`src/rtl/pipeline_ctrl_pkg.sv`:
```
// Shared types and constants for the pipeline hazard/stall sequencer.
package pipeline_ctrl_pkg;

  typedef enum logic [1:0] {
    ST_RUN      = 2'd0,
    ST_MEM_WAIT = 2'd1,
    ST_ERROR    = 2'd2
  } state_t;

  // Control bundle driven onto the pipeline-register control pins.
  typedef struct packed {
    logic pc_write;
    logic ifid_write;
    logic ifid_flush;
    logic idex_hold;
    logic idex_bubble;
    logic exmem_hold;
    logic exmem_flush;
    logic memwb_bubble;
  } ctrl_t;

  localparam logic [4:0] REG_X0 = 5'd0;

  localparam ctrl_t CTRL_RUN    = '{pc_write: 1'b1, ifid_write: 1'b1, default: 1'b0};
  localparam ctrl_t CTRL_FREEZE = '{idex_hold: 1'b1, exmem_hold: 1'b1, memwb_bubble: 1'b1,
                                    default: 1'b0};
  // Every register loads NOP controls while reset is held.
  localparam ctrl_t CTRL_RESET  = '{ifid_flush: 1'b1, idex_bubble: 1'b1, exmem_flush: 1'b1,
                                    memwb_bubble: 1'b1, default: 1'b0};

endpackage

```
`src/rtl/load_use_detect.sv`:
```
// Flags a load in ID/EX whose destination is read by the instruction in ID.
module load_use_detect
  import pipeline_ctrl_pkg::*;
(
  input  logic [4:0] id_rs1,
  input  logic [4:0] id_rs2,
  input  logic       id_uses_rs2,
  input  logic       idex_mem_read,
  input  logic [4:0] idex_rd,
  output logic       hazard
);

  assign hazard = idex_mem_read && (idex_rd != REG_X0) &&
                  ((idex_rd == id_rs1) || (id_uses_rs2 && (idex_rd == id_rs2)));

endmodule

```
`src/rtl/pipeline_hazard_ctrl.sv`:
```
// Hazard and stall sequencer: load-use stalls, branch squashes, data-memory waits with timeout.
module pipeline_hazard_ctrl
  import pipeline_ctrl_pkg::*;
#(
  parameter int MEM_TIMEOUT = 16,
  parameter int CNT_W       = 32
) (
  input  logic             clk,
  input  logic             rst_n,
  input  logic [4:0]       id_rs1,
  input  logic [4:0]       id_rs2,
  input  logic             id_uses_rs2,
  input  logic             idex_mem_read,
  input  logic [4:0]       idex_rd,
  input  logic             exmem_br_taken,
  input  logic             dmem_req,
  input  logic             dmem_ready,
  output logic             pc_write,
  output logic             ifid_write,
  output logic             ifid_flush,
  output logic             idex_hold,
  output logic             idex_bubble,
  output logic             exmem_hold,
  output logic             exmem_flush,
  output logic             memwb_bubble,
  output logic             mem_timeout,
  output logic [CNT_W-1:0] stall_cnt,
  output logic [CNT_W-1:0] flush_cnt
);

  localparam int WAIT_W = $clog2(MEM_TIMEOUT + 1);

  state_t            state, nxt_state;
  logic [WAIT_W-1:0] wait_cnt, nxt_wait, wait_inc;
  logic              hazard, squash;
  ctrl_t             ctrl;

  load_use_detect u_load_use (
    .id_rs1        (id_rs1),
    .id_rs2        (id_rs2),
    .id_uses_rs2   (id_uses_rs2),
    .idex_mem_read (idex_mem_read),
    .idex_rd       (idex_rd),
    .hazard        (hazard)
  );

  assign wait_inc = wait_cnt + WAIT_W'(1);

  always_comb begin
    ctrl      = CTRL_RUN;
    nxt_state = state;
    nxt_wait  = wait_cnt;
    squash    = 1'b0;
    unique case (state)
      ST_RUN: begin
        if (dmem_req && !dmem_ready) begin
          ctrl      = CTRL_FREEZE;
          nxt_state = ST_MEM_WAIT;
          nxt_wait  = WAIT_W'(1);
        end
      end
      ST_MEM_WAIT: begin
        if (!dmem_ready) begin
          ctrl     = CTRL_FREEZE;
          nxt_wait = wait_inc;
          if (wait_inc == WAIT_W'(MEM_TIMEOUT)) nxt_state = ST_ERROR;
        end else begin
          nxt_state = ST_RUN;
          nxt_wait  = '0;
        end
      end
      default: ctrl = CTRL_FREEZE;
    endcase
    // Release cycles fall through to the same squash/load-use rules as RUN,
    // acting on whatever the held EX/MEM and ID/EX registers contain.
    if (ctrl == CTRL_RUN) begin
      if (exmem_br_taken) begin
        squash           = 1'b1;
        ctrl.ifid_flush  = 1'b1;
        ctrl.idex_bubble = 1'b1;
        ctrl.exmem_flush = 1'b1;
      end else if (hazard) begin
        ctrl.pc_write    = 1'b0;
        ctrl.ifid_write  = 1'b0;
        ctrl.idex_bubble = 1'b1;
      end
    end
    if (!rst_n) ctrl = CTRL_RESET;
  end

  always_ff @(posedge clk or negedge rst_n) begin
    if (!rst_n) begin
      state       <= ST_RUN;
      wait_cnt    <= '0;
      mem_timeout <= 1'b0;
      stall_cnt   <= '0;
      flush_cnt   <= '0;
    end else begin
      state    <= nxt_state;
      wait_cnt <= nxt_wait;
      if (nxt_state == ST_ERROR) mem_timeout <= 1'b1;
      if (!ctrl.pc_write && stall_cnt != '1) stall_cnt <= stall_cnt + CNT_W'(1);
      if (squash && flush_cnt != '1) flush_cnt <= flush_cnt + CNT_W'(1);
    end
  end

  assign pc_write     = ctrl.pc_write;
  assign ifid_write   = ctrl.ifid_write;
  assign ifid_flush   = ctrl.ifid_flush;
  assign idex_hold    = ctrl.idex_hold;
  assign idex_bubble  = ctrl.idex_bubble;
  assign exmem_hold   = ctrl.exmem_hold;
  assign exmem_flush  = ctrl.exmem_flush;
  assign memwb_bubble = ctrl.memwb_bubble;

endmodule

```
`config.mk`:
```
export PLATFORM = sky130hd
export DESIGN_NAME = pipeline_hazard_ctrl
export DESIGN_NICKNAME = d
export VERILOG_FILES = /design/src/rtl/pipeline_ctrl_pkg.sv /design/src/rtl/load_use_detect.sv /design/src/rtl/pipeline_hazard_ctrl.sv
export SDC_FILE = /design/constraint.sdc
export NUM_CORES = 1
export LEC_CHECK = 0
export CAP_MARGIN = 20
export CELL_PAD_IN_SITES_DETAIL_PLACEMENT = 1
export CELL_PAD_IN_SITES_GLOBAL_PLACEMENT = 2
export CORE_MARGIN = 8
export CORE_UTILIZATION = 30
export CTS_BUF_LIST = sky130_fd_sc_hd__clkbuf_4 sky130_fd_sc_hd__clkbuf_8 sky130_fd_sc_hd__clkbuf_16
export CTS_CLUSTER_SIZE = 24
export DETAILED_ROUTE_END_ITERATION = 12
export HOLD_SLACK_MARGIN = 0.05
export PLACE_DENSITY_LB_ADDON = 0.2
export SLEW_MARGIN = 20
export SYNTH_ARGS = -nofsm -noshare
export SYNTH_HDL_FRONTEND = slang
export SYNTH_HIERARCHICAL = 1
export SYNTH_SLANG_ARGS = --single-unit
export TNS_END_PERCENT = 1
```
`constraint.sdc`:
```
create_clock -name clk -period 2.5 [get_ports clk]
set_input_delay 0.25 -clock clk [delete_from_list [all_inputs] [get_ports clk]]
set_output_delay 0.25 -clock clk [all_outputs]
set_load 0.02 [all_outputs]
```
# == Word-level counts from Yosys, hierarchy flattened ==
# Index checks and enable logic that the tools add are counted.
# op_classes
addsub,3
n_eq_ne,9
n_reduce_logical,13
mux,22
# ops
operator,n
adder 32 x 1 -> 32 bit (second input constant),2
!= test 32 bit (second input constant),2
two-way mux 8 bit,3
one-hot mux 8 bit (2 select lines),1
== test 5 bit,2
two-way mux 2 bit,5
two-way mux 5 bit,2
one-hot mux 5 bit (2 select lines),1
== test 8 bit (second input constant),1
two-way mux 1 bit,8
logical AND 1 bit,6
adder 5 x 1 -> 5 bit (second input constant),1
== test 5 bit (second input constant),1
nonzero test 5 bit,1
one-hot mux 2 bit (2 select lines),1
two-way mux 3 bit,1
== test 2 x 1 -> 1 bit (second input constant),1
== test 2 bit (second input constant),1
zero test 1 bit,2
zero test 2 bit,1
!= test 2 bit (second input constant),1
AND reduction 2 bit,1
nonzero test 2 bit,1
logical OR 1 bit,1
# totals
ff_bits,72
wordCells,52
in_bits,22
output_inout_bits,73

# == Longest topological paths before layout ==
# depth
ltp_word,10
ltp_mapped,12
ltp_nobuf,11

# == Cells and area by module ==
# Netlist, hierarchy kept.
# modules_own_cells
mod,cells_each,n_inst,area_each_um2,seq_area_each_um2
pipeline_hazard_ctrl,339,1,3518.4,1801.7
load_use_detect,17,1,132.6,0.0

# == Least setup slack after synthesis ==
# No wires, ideal clock.
# synth_path
path_type,input port to flip-flop
startpoint,input idex_rd[3]
endpoint,register stall_cnt[25]
n_path_buf,1
arrival_time_ps,2298
path_slack_ps,71
path_stages,12
required_ps,2370
setup_ps,130
cell_sequence,xor2_1 -> nor4_2 -> nand3_1 -> a21oi_1 -> nand2b_1 -> nand4b_1 -> inv_1 -> nor3_1 -> and4_1 -> buf_2 -> nand4_1 -> xnor2_1
# synth_via
elab_chain_cells,10
elab_cells_between_ends,13
classes_between,2 x eq/ne; 4 x mux; 7 x reduce/logical
# synth_rtl
element,line_no,text
"start, declared",pipeline_hazard_ctrl.sv:14,"input logic [4:0] idex_rd,"
== test 5 bit,load_use_detect.sv:14,((idex_rd == id_rs1) || (id_uses_rs2 && (idex_rd == id_rs2)));
logical AND 1 bit,load_use_detect.sv:14,
logical OR 1 bit,load_use_detect.sv:14,
logical AND 1 bit *,load_use_detect.sv:13,assign hazard = idex_mem_read && (idex_rd != REG_X0) &&
via hazard,pipeline_hazard_ctrl.sv:35,"logic hazard, squash;"
two-way mux 2 bit *,pipeline_hazard_ctrl.sv:82,end else if (hazard) begin
two-way mux 2 bit *,pipeline_hazard_ctrl.sv:77,if (exmem_br_taken) begin
two-way mux 3 bit *,pipeline_hazard_ctrl.sv:76,if (ctrl == CTRL_RUN) begin
two-way mux 8 bit *,pipeline_hazard_ctrl.sv:88,if (!rst_n) ctrl = CTRL_RESET;
zero test 1 bit *,pipeline_hazard_ctrl.sv:102,if (!ctrl.pc_write && stall_cnt != '1) stall_cnt <= stall_cnt + CNT_W'(1);
logical AND 1 bit *,pipeline_hazard_ctrl.sv:102,
"end signal, assigned",pipeline_hazard_ctrl.sv:102,
"end, declared",pipeline_hazard_ctrl.sv:27,"output logic [CNT_W-1:0] stall_cnt,"
# Mark *: on every way through the listed nets, which the timed path passes. The rest lies on a longest branch.
# A chain may end at the register's enable or synchronous reset.

# == Worst setup path after layout ==
# layout_path
startpoint,input idex_rd[1]
endpoint,output ifid_write
# layout_via
elab_chain_cells,8
elab_cells_between_ends,11
classes_between,2 x eq/ne; 4 x mux; 5 x reduce/logical
# layout_rtl
element,line_no,text
== test 5 bit,load_use_detect.sv:14,
logical AND 1 bit,load_use_detect.sv:14,
logical OR 1 bit,load_use_detect.sv:14,
logical AND 1 bit *,load_use_detect.sv:13,
via hazard,pipeline_hazard_ctrl.sv:35,
two-way mux 2 bit *,pipeline_hazard_ctrl.sv:82,
two-way mux 2 bit *,pipeline_hazard_ctrl.sv:77,
two-way mux 3 bit *,pipeline_hazard_ctrl.sv:76,
two-way mux 8 bit *,pipeline_hazard_ctrl.sv:88,
"end, declared",pipeline_hazard_ctrl.sv:19,"output logic ifid_write,"
# Marked as above.

==> impl_metrics.json <==
{
  "status": "complete, no violations",
  "hold_violations": 0,
  "rr_worst_depth": 8,
  "switching_power_mw": 1.06,
  "rsz0062_at_grt": "true",
  "coreArea_um2": 12000,
  "ant_nets": 0,
  "clock_path_buffers": 2,
  "start_util_pct": 30.5,
  "cp-end-kind": "output pin",
  "place_hpwl_um": 7790,
  "post-cts-setup-buffers": 0,
  "cts-root-buf": "clkbuf_16",
  "dieArea_um2": 16000,
  "vias": 3096,
  "ys_ff_latch": 72,
  "crit_required_ns": 2.25,
  "drt_pass1_iterations": 4,
  "die-width_um": 126,
  "pin_count": 95,
  "portBuffers": 94,
  "slowest_stage": "or4_1",
  "finalCriticalPeriod_ns": 2.48,
  "finalWirelength_um": 10300,
  "gp_congestion": 0.764,
  "synth_fp_nets": 381,
  "pwr-share-clk_pct": 39.6,
  "synth_area_leaders": "dfrtp_1 (49%), xor2_1 (8.4%), xnor2_1 (7.9%)",
  "crit_arrival_ns": 2.23,
  "synth-seq-area-share_pct": 49.3,
  "clock.fmax_ghz": 0.403,
  "grt_start_max_net_pins": 61,
  "clk_pin_slew_ns": 0.06,
  "placed_cell_area_um2": 4910,
  "setup_tns_ns": 0,
  "drt_first_iter_violations": 140,
  "track_usage_pct": 13.4,
  "diodes": 0,
  "grt_remaining_overflow": 0,
  "pwr-share-seq_pct": 39.4,
  "final_cells": 631,
  "setup.worst_path.start": "idex_rd[1]",
  "p_per_area_nw_per_um2": 704,
  "layout_worst_path_cycle_share_pct": 99.3,
  "antenna_found_initial": 0,
  "synth_ff_type": "dfrtp_1",
  "drcViolationCount": 0,
  "rr_startpoint": "flush_cnt[0]$_DFFE_PN0P_",
  "synth_area_per_cell_um2": 10.3,
  "slowest_delay_ns": 0.57,
  "nets": 504,
  "crit_end": "ifid_write",
  "drv_cap": 0,
  "drive_above_1_share_pct": 12.8,
  "synth_top_area_share_pct": 49.3,
  "fillers": 1329,
  "critPathKind": "input port to output pin",
  "cts_buffers": 9,
  "via_per_inst": 4.91,
  "ys_async_sr_fraction_pct": 100,
  "cp_top_family": "buffers and inverters",
  "hp-class": "input port to async pin",
  "final_area_um2": 5300,
  "reg2reg_slack_ns": 0.15,
  "p_comb_share_pct": 20.9,
  "worstReg2RegEnd": "flush_cnt[14]$_DFFE_PN0P_",
  "power.leakage_nw": 2.28,
  "routedWlPerCell_um": 16.3,
  "die_h_um": 126,
  "rows": 40,
  "finalSetupViolations": 0,
  "syn_inst": 356,
  "critPathBufInv": 4,
  "final_util_pct": 44.3,
  "synthDistinctLibCells": 47,
  "tightest_slew_ns": 0.775,
  "first_global_vias": 3375,
  "syn_to_final_growth_pct": 45.1,
  "ys.warnings.count": 6,
  "cts_max_level": 3,
  "place_inst": 614,
  "p_int_mw": 2.67,
  "cts_tree": "built",
  "crit_path_max_fanout": 3,
  "slew_violations": 0,
  "synth_top_area_cell": "dfrtp_1",
  "power.share.switching_pct": 28.4,
  "synth-edff-count": 0,
  "crit_chain": "clkdlybuf4s50_1 > or4_1 > o21ai_2 > a21oi_2 > nand2b_1 > nand4b_1 > inv_1 > buf_4 > clkdlybuf4s15_2",
  "grt_pass1_wl_um": 17300,
  "mostFrequentLayoutCells": "clkdlybuf4s50_1 (88), dfrtp_1 (72), xor2_1 (35)",
  "synth_area_um2": 3650,
  "relSlewSlack_pct": 48.4,
  "worst_setup_path_start_kind": "input port",
  "cts_sinks": 72,
  "clkLatencyLatePin_ns": 0.34,
  "worst-path-stages": 9,
  "skew_ns": 0.00514,
  "layout_commonest_cell": "clkdlybuf4s50_1",
  "ir_worst_vdd_mv": 0.514
}
-- cells in the mapped netlist, types with 3 or more instances --
| library cell | number |
|---|---|
| a21oi_1 | 5 |
| a31oi_1 | 4 |
| and2_1 | 5 |
| and3_1 | 8 |
| and4_1 | 6 |
| buf_4 | 3 |
| dfrtp_1 | 72 |
| ha_1 | 3 |
| inv_1 | 10 |
| nand2_1 | 32 |
| nand2b_1 | 4 |
| nand3_1 | 22 |
| nand3b_1 | 3 |
| nand4_1 | 18 |
| nor2_1 | 23 |
| nor2b_1 | 3 |
| nor3_1 | 16 |
| nor4_1 | 4 |
| o21ai_0 | 13 |
| xnor2_1 | 33 |
| xor2_1 | 35 |
-- power groups by stage --
| stage | sequential, mW | clock (mW) | combinational [mW] |
|---|---|---|---|
| CTS | 1.47 | 1.53 | 0.799 |
| finish | 1.47 | 1.48 | 0.781 |
| global route | 1.50 | 1.57 | 0.846 |
| floorplan | 1.60 | 0 | 0.238 |
| global placement | 1.49 | 0 | 0.789 |
| detailed placement | 1.49 | 0 | 0.797 |
-- registers in the layout (all words and copies together), names as in the netlist --
register,cells
mem_timeout,1
wait_cnt,5
flush_cnt,32
state,2
stall_cnt,32
-- worst reg2reg max path, cell delays in order, from the launching register on --
cell and delay (ns):
dfrtp_1 0.42, ha_1 0.19, nand3_1 0.13, or4_4 0.60, nor2_2 0.22, a2111oi_0 0.16
buf_4 0.18, and4_1 0.20, xor2_1 0.14
-- repair_timing --
action / 4_1_cts / 5_1_grt
setup endpoints to repair: 9 / 23
resized for setup: 9 / 9
endpoints found under the hold margin: 12 / 0
hold buffers: 1 / 0
pin swaps: 0 / 1
-- metrics by stage --
step	setup slack, ns	hold WS [ns]	power (mW)
final	0.0170	0.323	3.73
after global routing	-0.0905	0.350	3.92
after CTS	0.00152	0.319	3.80
after detailed placement	-0.433	0.131	2.29
after global placement	-0.322	0.130	2.28
after floorplan	0.0714	-0.0456	1.84
-- how the worst min path moves through the flow --
stage / startpoint / endpoint / slack, ns / cells after the start
floorplan: rst_n / flush_cnt[0]$_DFFE_PN0P_ / -0.05 / 0
finish: rst_n / wait_cnt[1]$_DFFE_PN0P_ / 0.32 / 2
CTS: rst_n / wait_cnt[1]$_DFFE_PN0P_ / 0.32 / 2
global placement: rst_n / wait_cnt[1]$_DFFE_PN0P_ / 0.13 / 1
detailed placement: rst_n / wait_cnt[1]$_DFFE_PN0P_ / 0.13 / 1
global route: rst_n / wait_cnt[1]$_DFFE_PN0P_ / 0.35 / 2
-- layout make-up --
type / count / area (um^2) / area share, %
flip-flops and latches: 72 / 1800 / 34.0
well taps: 147 / 184 / 3.47
inverters: 10 / 37.5 / 0.708
clock buffers: 10 / 233 / 4.39
clock inverters: 6 / 108 / 2.03
repair buffers: 118 / 1120 / 21.2
multi-input cells: 268 / 1810 / 34.2
-- layer usage --
metal | GRT usage [%] | share of wire [%]
met5 | 0 | 0
met4 | 4.46 | 1.3
met3 | 5.49 | 6.5
met2 | 21.5 | 47
met1 | 16.0 | 45
-- logic make-up (layout without fill, tap and decap cells) --
group / count (synthesis) / after routing / synth area share [%]
AOI/OAI and AO/OA: 34 / 34 / 5.96
xor gates and xnor gates: 68 / 68 / 16.3
adders and majority gates: 3 / 3 / 1.03
buffers and inverters: 16 / 144 / 2.02
DFF: 72 / 72 / 49.3
muxes: 2 / 2 / 0.617
and+or+nand+nor: 161 / 161 / 24.7
Power figures use the tool's default switching activity.
